--- config.mk ---
export PLATFORM = sky130hd
export DESIGN_NAME = bcd_seq_converter_flat
export DESIGN_NICKNAME = d
export VERILOG_FILES = /design/src/rtl/bcd_pkg.sv /design/src/rtl/bcd_seq_converter_if.sv /design/src/rtl/bcd_add3.sv /design/src/rtl/bcd_seq_converter.sv /design/src/flat_wrapper.sv
export SDC_FILE = /design/constraint.sdc
export NUM_CORES = 1
export LEC_CHECK = 0
export ABC_AREA = 1
export CORE_UTILIZATION = 56
export DETAILED_ROUTE_END_ITERATION = 8
export GPL_TIMING_DRIVEN = 0
export MAX_ROUTING_LAYER = met4
export PLACE_DENSITY_LB_ADDON = 0.05
export REMOVE_ABC_BUFFERS = 1
export SLEW_MARGIN = 25
export SYNTH_ARGS = -nofsm -noshare
export SYNTH_HDL_FRONTEND = slang
export SYNTH_HIERARCHICAL = 1
export SYNTH_SLANG_ARGS = --single-unit
export TNS_END_PERCENT = 100
--- constraint.sdc ---
create_clock -name clk -period 1.7 [get_ports clk]
set_clock_uncertainty 0.15 [all_clocks]
set_input_delay 0.425 -clock clk [delete_from_list [all_inputs] [get_ports clk]]
set_output_delay 0.425 -clock clk [all_outputs]
set_load 0.02 [all_outputs]
--- src/rtl/bcd_pkg.sv ---
// Shared definitions for the sequential binary-to-BCD converter.
//   state_e        : controller states (IDLE, ADJUST, SHIFT, DONE)
//   BCD_DIGIT_W    : bits per packed BCD digit
//   ADD3_THRESHOLD : digit value at or above which the add-3 correction applies
//   digits_needed  : decimal digits required to show 2^width-1
package bcd_pkg;

  typedef enum logic [1:0] {
    IDLE   = 2'd0,
    ADJUST = 2'd1,
    SHIFT  = 2'd2,
    DONE   = 2'd3
  } state_e;

  localparam int         BCD_DIGIT_W    = 4;
  localparam logic [3:0] ADD3_THRESHOLD = 4'd5;

  function automatic int digits_needed(input int width);
    longint unsigned v;
    int              n;
    v = (longint'(1) << width) - 1;
    n = 1;
    while (v >= 10) begin
      v = v / 10;
      n = n + 1;
    end
    return n;
  endfunction

endpackage

--- src/rtl/bcd_seq_converter_if.sv ---
// Request/result bundle of the BCD converter.
//   start   : conversion request (master -> slave)
//   bin_in  : binary operand (master -> slave)
//   busy    : converter not idle (slave -> master)
//   valid   : one-cycle result strobe (slave -> master)
//   bcd_out : packed BCD result, units in [3:0] (slave -> master)
interface bcd_seq_converter_if #(
  parameter int WIDTH  = 8,
  parameter int DIGITS = 3
);
  logic                  start;
  logic [WIDTH-1:0]      bin_in;
  logic                  busy;
  logic                  valid;
  logic [4*DIGITS-1:0]   bcd_out;

  modport master (output start, output bin_in, input busy, input valid, input bcd_out);
  modport slave  (input start, input bin_in, output busy, output valid, output bcd_out);
endinterface

--- src/rtl/bcd_add3.sv ---
// Double-dabble digit corrector: adds 3 (mod 16) to a digit that is 5 or more,
// so the following left shift carries correctly into the next decimal digit.
//   d : BCD digit before correction
//   q : corrected digit
module bcd_add3
  import bcd_pkg::*;
(
  input  logic [3:0] d,
  output logic [3:0] q
);
  assign q = (d >= ADD3_THRESHOLD) ? d + 4'd3 : d;
endmodule

--- src/rtl/bcd_seq_converter.sv ---
// Sequential binary-to-BCD converter (shift-and-add-3), one bit per
// ADJUST/SHIFT pair, so a conversion takes 2*WIDTH cycles plus DONE.
//   clk   : system clock, rising edge
//   rst_n : asynchronous active-low reset
//   bus   : slave side of bcd_seq_converter_if (start/bin_in in, busy/valid/bcd_out out)
//
// state  | meaning
// IDLE   | waiting for start; operand captured on the accepting edge
// ADJUST | add 3 to every BCD digit >= 5
// SHIFT  | shift {bcd_sr,bin_sr} left one bit; last shift publishes bcd_out
// DONE   | valid high for one cycle; start ignored
module bcd_seq_converter
  import bcd_pkg::*;
#(
  parameter int WIDTH  = 8,
  parameter int DIGITS = 3
) (
  input logic                clk,
  input logic                rst_n,
  bcd_seq_converter_if.slave bus
);

  localparam int CNT_W = $clog2(WIDTH + 1);
  localparam int BCD_W = BCD_DIGIT_W * DIGITS;

  localparam logic [1:0] ST_IDLE   = 2'(IDLE);
  localparam logic [1:0] ST_ADJUST = 2'(ADJUST);
  localparam logic [1:0] ST_SHIFT  = 2'(SHIFT);
  localparam logic [1:0] ST_DONE   = 2'(DONE);

  generate
    if (DIGITS < digits_needed(WIDTH)) begin : g_digits_check
      $error("bcd_seq_converter: DIGITS too small for WIDTH");
    end
  endgenerate

  logic [1:0]             state_q;
  logic [WIDTH-1:0]       bin_sr;
  logic [BCD_W-1:0]       bcd_sr;
  logic [CNT_W-1:0]       cnt;
  logic [BCD_W-1:0]       bcd_q;
  logic                   busy_q;
  logic                   valid_q;
  logic [BCD_W-1:0]       bcd_adj;
  logic [BCD_W+WIDTH-1:0] shifted;

  for (genvar i = 0; i < DIGITS; i++) begin : g_add3
    bcd_add3 u_add3 (
      .d(bcd_sr[i*BCD_DIGIT_W +: BCD_DIGIT_W]),
      .q(bcd_adj[i*BCD_DIGIT_W +: BCD_DIGIT_W])
    );
  end

  // bcd_sr and bin_sr behave as one long register; the operand MSB feeds the units digit.
  assign shifted = {bcd_sr[BCD_W-2:0], bin_sr, 1'b0};

  always_ff @(posedge clk or negedge rst_n) begin
    if (!rst_n) begin
      state_q <= ST_IDLE;
      bin_sr  <= '0;
      bcd_sr  <= '0;
      cnt     <= '0;
      bcd_q   <= '0;
      busy_q  <= 1'b0;
      valid_q <= 1'b0;
    end else begin
      valid_q <= 1'b0;
      case (state_q)
        ST_IDLE: begin
          if (bus.start) begin
            bin_sr  <= bus.bin_in;
            bcd_sr  <= '0;
            cnt     <= CNT_W'(WIDTH);
            state_q <= ST_ADJUST;
            busy_q  <= 1'b1;
          end
        end
        ST_ADJUST: begin
          bcd_sr  <= bcd_adj;
          state_q <= ST_SHIFT;
        end
        ST_SHIFT: begin
          {bcd_sr, bin_sr} <= shifted;
          cnt              <= cnt - CNT_W'(1);
          if (cnt == CNT_W'(1)) begin
            bcd_q   <= shifted[BCD_W+WIDTH-1:WIDTH];
            valid_q <= 1'b1;
            state_q <= ST_DONE;
          end else begin
            state_q <= ST_ADJUST;
          end
        end
        ST_DONE: begin
          state_q <= ST_IDLE;
          busy_q  <= 1'b0;
        end
        default: begin
          state_q <= ST_IDLE;
          busy_q  <= 1'b0;
        end
      endcase
    end
  end

  assign bus.busy    = busy_q;
  assign bus.valid   = valid_q;
  assign bus.bcd_out = bcd_q;

endmodule

--- src/flat_wrapper.sv ---
// flat-port wrapper written by rule: the top's interface ports become plain ports
module bcd_seq_converter_flat import bcd_pkg::*;
#(
  parameter int WIDTH  = 8,
  parameter int DIGITS = 3
)
  (clk, rst_n, bus_start, bus_bin_in, bus_busy, bus_valid, bus_bcd_out);
  bcd_seq_converter_if #(.WIDTH(WIDTH), .DIGITS(DIGITS)) bus_i ();
  input logic clk;
  input logic rst_n;
  input wire logic [$bits(bus_i.start)-1:0] bus_start;
  input wire logic [$bits(bus_i.bin_in)-1:0] bus_bin_in;
  output wire logic [$bits(bus_i.busy)-1:0] bus_busy;
  output wire logic [$bits(bus_i.valid)-1:0] bus_valid;
  output wire logic [$bits(bus_i.bcd_out)-1:0] bus_bcd_out;
  assign bus_i.start = bus_start;
  assign bus_i.bin_in = bus_bin_in;
  assign bus_busy = bus_i.busy;
  assign bus_valid = bus_i.valid;
  assign bus_bcd_out = bus_i.bcd_out;
  bcd_seq_converter #(.WIDTH(WIDTH), .DIGITS(DIGITS)) u_core (.clk(clk), .rst_n(rst_n), .bus(bus_i));
endmodule
==> flow_summary.ini, run 1 <==
[status]
status = complete, no violations

[clock_network]
clock-sinks = 40
root_buffer = clkbuf_8
clk-insertion-delay-late_ns = 0.29
cts_tree = built
htree_levels = 2
numCtsBuffers = 5
clk_pin_slew_ns = 0.08
cts_buffer_depth = 2

[pwr]
swShare_pct = 43.4
p_int_mw = 2.26
power_frac_seq_pct = 33.1
peakVddDrop_uv = 923
clkPwrFrac_pct = 16.5
comb_power_share_pct = 50.4
leakage_nw = 1.43
power_switching_mw = 1.74
powerDensity_nw_per_um2 = 1350

[synth]
netlist_top_cells_count = nand2_1, dfrtp_1, inv_1, o21ai_0, o21ai_1
synth-async-reset-ratio_pct = 100
synth.most_common_cell = nand2_1
synth_cells = 303
synth_top_area_cell = dfrtp_1
ys_seq_area_share_pct = 42.1
synth_area_leaders = dfrtp_1, nand2_1, ha_1, inv_1, o21ai_0
synth.avg_cell_area_um2 = 7.84
synth-warning-count = 6
synth_edf_count = 0
yosys.area.top_type_share_pct = 42.1
ys_types = 21
synthFlopType = dfrtp_1
syn_area_um2 = 2370
ys_ff_latch = 40

[finish]
layout-drive-gt1-share_pct = 22.4
fin_nets = 367
fill_cells = 314
area_growth_pct = 25.0
fin_cells = 394
antenna_cells = 0

[critical_path]
worst_ep_required_time_ns = 1.74
crit_buf_inv = 2
crit_chain = inv_1, ha_2, nor2_4, nor2_4, buf_6, o21ai_2, nand2_1, o21ai_0, nand3_1, nand2_1
critical_path_arrival_ns = 1.69
r2r_start = u_core/bcd_sr[4]
critPathMaxFanout = 6
critPathKind = register to register
crit_path_max_incr_delay_ns = 0.45
cp-start-kind = register
cp-startpoint = u_core/bcd_sr[4]
crit_family = flip-flops
cpMaxStageDelayCell = dfrtp_2
setup.worst_path.end_class = register

[sta]
maxSlewHeadroom_pct = 69.2
hold-worst-slack_ns = 0.327
hold_viol = 0
rsz0062_at_grt = yes
drv_slew = 0
fin_crit_ns = 1.65
tightest_slew_ns = 0.463
fmax_mhz = 608
fin_crit_sh_pct = 96.8
setup_viol = 0

[global_routing]
antenna_found_initial = 0
grt_pass1_wl_um = 8710
overflow = 0
grt_max_degree = 24
grtUsageTotal_pct = 27.1
first_global_vias = 1880

[floorplanning]
io_pins = 25
core.rowCount = 23
die_x_um = 67.1
dieHeight_um = 67.1
start_util_pct = 58.9
die_area_um2 = 4510
coreArea_um2 = 4030

[detailed_routing]
routedWlPerCell_um = 13.4
drtIter0Drc = 171
ant_nets = 0
drc = 0
vias = 2077
wirelength_um = 5300
viasPerCell = 5.27
first_pass_iters = 4

[worst_hold_path]
hold_class = register to register
worstHoldStart = u_core/bus.bcd_out[11]

[placement]
gp_routability_congestion = 0.769
dp.final_hpwl_um = 3140
numPlacedInstances = 367
port_buffers = 24

[run]
maxCapViolCount = 0
area by class of cell:
type	count	area, µm²	share of cell area, %
flip-flops and latches	40	1010	33.9
well taps	50	62.6	2.11
multi-input cells	212	1250	42.1
repair buffers	41	397	13.4
clock buffers	8	90.1	3.03
inverters	43	164	5.52
cell usage in the layout, fill, tap and decap left out, drive strengths merged:
cell / netlist / final
o21ai: 47 / 47
buf: 11 / 17
nand2: 103 / 105
clkbuf: 0 / 8
o211ai: 1 / 1
a21oi: 7 / 7
clkdlybuf4s50: 0 / 9
dlygate4sd3: 0 / 1
ha: 13 / 13
nor2: 17 / 17
dfrtp: 40 / 40
o22ai: 1 / 1
nand3: 19 / 19
dlygate4sd2: 0 / 14
nand4: 1 / 2
inv: 43 / 43
path summary, 6_finish.rpt:
path                                           to  slack (ns)  depth (start not counted)
max                              u_core/bcd_sr[5]        0.05                         10
min                        u_core/bus.bcd_out[11]        0.33                          2
max reg2reg                      u_core/bcd_sr[5]        0.05                         10
min reg2reg                u_core/bus.bcd_out[11]        0.33                          2
max in group asynchronous        u_core/bcd_sr[0]        0.47                          3
min in group asynchronous   u_core/bus.bcd_out[3]        0.46                          2
cells by family after synthesis:
group,Yosys count,share of synthesized area [%]
flip-flops,40,42.1
AND/OR/NAND/NOR,140,27.1
AO/OA/AOI/OAI,56,13.2
buffers and inverters,54,10.6
adder cells (fa/ha/maj),13,6.85
worst register-to-register path, stage by stage, from the launching register on:
cell and delay [ns]:
dfrtp_2 0.45, inv_1 0.11, ha_2 0.21, nor2_4 0.06, nor2_4 0.14, buf_6 0.12, o21ai_2 0.04, nand2_1 0.06
o21ai_0 0.09, nand3_1 0.08, nand2_1 0.05
what timing repair did:
item	CTS	global route
setup buffers	1	14
resized for setup	24	26
hold buffers	1	0
hold endpoints to repair	17	0
pin swaps	3	9
endpoints found under the setup margin	53	24
gates cloned	2	1
layer usage:
layer / part of all wire [%] / up-vias / GRT usage (%)
li1: - / 1032 / -
met1: 44 / 967 / 33.3
met2: 50 / 66 / 44.3
met3: 5.0 / 12 / 4.11
met4: 1.3 / 0 / 11.2
met5: 0 / - / -
stage by stage:
step           instance area (µm²)  setup TNS (ns)  setup slack [ns]  power (mW)  util [%]
3_3_place_gp                  2590          -44.23            -0.967        2.75      64.2
2_1_floorplan                 2280               0            0.0166        2.36         -
4_1_cts                       2780               0           0.00372        3.79      69.1
5_1_grt                       2970          -0.164           -0.0589        4.30      73.7
6_report                      2970               0            0.0540        4.00      73.7
3_5_place_dp                  2610           -7.32            -0.304        2.81      64.8
sequential cells by signal, indices dropped and copies added (netlist names):
register,cells
u_core/bus.busy,1
u_core/state_q,2
u_core/bcd_sr,12
u_core/bin_sr,8
u_core/cnt,4
u_core/bus.bcd_out,12
u_core/bus.valid,1
power groups by stage:
stage | Clock, mW | Sequential [mW] | Combinational (mW)
finish | 0.658 | 1.32 | 2.02
global route | 0.703 | 1.35 | 2.25
CTS | 0.669 | 1.31 | 1.81
detailed placement | 0 | 1.32 | 1.48
global placement | 0 | 1.31 | 1.44
floorplan | 0 | 1.33 | 1.03
Note: power is estimated with default switching activity, not from simulation.
==> run 2: changes to the inputs <==
--- a/config.mk
+++ b/config.mk
@@ -12,7 +12,6 @@
 export MAX_ROUTING_LAYER = met4
 export PLACE_DENSITY_LB_ADDON = 0.05
 export REMOVE_ABC_BUFFERS = 1
-export SLEW_MARGIN = 25
 export SYNTH_ARGS = -nofsm -noshare
 export SYNTH_HDL_FRONTEND = slang
 export SYNTH_HIERARCHICAL = 1
==> run 2 against run 1 <==
Cell area is 3.7% lower. Setup slack gained 0.0028 ns. Sequential power barely moved. Combinational power shrank 2%. Sequential share of layout area rose by 1.3 points. Fmax rose by 0.17%. First-iteration DRC count fell by 8.8%. Register-to-register slack is essentially flat.
==> flow_summary.ini, run 2 (same netlist as run 1, synthesis figures left out) <==
[critical_path]
crit_path_max_incr_delay_ns = 0.45
r2r_start = u_core/bcd_sr[8]
critPathKind = register to register
reg2reg_depth = 10
critPathMaxFanout = 6
cp-start-kind = register
worst_ep_required_time_ns = 1.74
setup.worst_path.end_class = register
timing.rr.end = u_core/bcd_sr[9]
cpMaxStageDelayCell = dfrtp_2
rrSetupSlack_ns = 0.06
critical_path_arrival_ns = 1.68
crit_top_cell = nand2_1
crit_chain = ha_2, nand2_1, nand2_2, nor2_4, buf_6, o21ai_2, nand2_1, o21ai_0, nand3_1, nand2_1

[finish]
final_area_um2 = 2860
layout-drive-gt1-share_pct = 20.4
post-route-util_pct = 71.0
fin_nets = 361
final_common_cell = nand2_1
antenna_cells = 0
area_growth_pct = 20.4
final_cell_mix = nand2_1, dfrtp_1, inv_1, o21ai_0, o21ai_1

[worst_hold_path]
hold_class = primary input to asynchronous set/reset pin

[detailed_routing]
viasPerCell = 5.23
drtIter0Drc = 156
wirelength_um = 5290
ant_nets = 0
first_pass_iters = 4
drc = 0
routedWlPerCell_um = 13.6
vias = 2028

[global_routing]
first_global_vias = 1755
grt_use_met1_pct = 30.1
antenna_found_initial = 0
grtUsageMet3_pct = 5.65
grtUsageTotal_pct = 24.6
top_usage_layer = met2
overflow = 0
use_met2_pct = 40.6
grt_max_degree = 41
grt_pass1_wl_um = 8010

[clock_network]
htree_levels = 2
clock-sinks = 40
cts_buffer_depth = 2
clk_pin_slew_ns = 0.08
numCtsBuffers = 5
root_buffer = clkbuf_8
clk-insertion-delay-late_ns = 0.29
cts_tree = built
cts_hold_buffers = 0

[pwr]
leakage_nw = 1.39
power_mw = 3.95
powerDensity_nw_per_um2 = 1380
peakVddDrop_uv = 1050

[floorplanning]
start_util_pct = 58.9
io_pins = 25
die_x_um = 67.1
core.rowCount = 23
die_area_um2 = 4510
coreArea_um2 = 4030
dieHeight_um = 67.1

[placement]
gp_routability_congestion = 0.769
dpl-instance-area_um2 = 2580
dp.final_hpwl_um = 3020
port_buffers = 24
dp_slack_ns = -0.285

[sta]
fin_crit_sh_pct = 96.7
setup_tns_ns = 0
fmax_mhz = 609
maxSlewHeadroom_pct = 40.2
drv_slew = 0
rsz0062_at_grt = yes
tightest_slew_ns = 0.897
fin_crit_ns = 1.64
setup_viol = 0
setup_ws_ns = 0.0567
hold_viol = 0

[status]
status = complete, no violations

[run]
maxCapViolCount = 0
## run 2: cell type report
| cell class | count | area [µm²] |
|---|---|---|
| Clock buffer | 8 | 90.1 |
| Fill cell | 331 | 1170 |
| Inverter | 43 | 164 |
| Multi-Input combinational cell | 212 | 1220 |
| Sequential cell | 40 | 1010 |
| Tap cell | 50 | 62.6 |
| Timing Repair Buffer | 35 | 317 |
## run 2: through the flow
step           hold WS [ns]  cells
2_1_floorplan       -0.0206    292
3_3_place_gp          0.314    366
3_5_place_dp          0.315    366
4_1_cts               0.136    378
5_1_grt               0.172    388
6_report             0.0965    388
## run 2: worst max-delay path by stage
stage / from / endpoint / slack, ns / depth (start not counted)
2_1_floorplan: u_core/state_q[0] / u_core/cnt[0] / 0.02 / 7
6_report: u_core/bcd_sr[8] / u_core/bcd_sr[9] / 0.06 / 10
3_3_place_gp: rst_n / u_core/bus.bcd_out[9] / -0.97 / 1
5_1_grt: u_core/bcd_sr[1] / u_core/bcd_sr[1] / -0.09 / 11
4_1_cts: u_core/state_q[1] / u_core/bcd_sr[4] / 0.01 / 6
3_5_place_dp: u_core/state_q[0] / u_core/cnt[0] / -0.28 / 7
## run 2: where the power goes
part	leakage [nW]	switching (mW)	internal (mW)	total [mW]
Sequential	0.513	0.149	1.17	1.32
Combinational	0.827	1.24	0.735	1.97
Clock	0.0455	0.326	0.331	0.657
Total	1.39	1.71	2.23	3.95
## run 2: critical path, delay by kind of cell (launching register included)
kind | cells | cell delay [ns]
adder cells (fa/ha/maj) | 1 | 0.19
AO/OA/AOI/OAI | 2 | 0.13
AND/OR/NAND/NOR | 6 | 0.52
buffers and inverters | 1 | 0.11
flip-flops | 1 | 0.45
## run 2: repair_timing
| item | in CTS | in global routing |
|---|---|---|
| cloned | 2 | 1 |
| buffers inserted | 2 | 9 |
| endpoints found under the setup margin | 53 | 37 |
| gates resized for setup | 23 | 19 |
| pin swaps | 2 | 9 |
## run 2: per-layer routing
metal	vias up	routed length, µm
met5	-	0
met4	0	60
li1	1020	-
met1	954	2380
met2	48	2620
met3	6	242
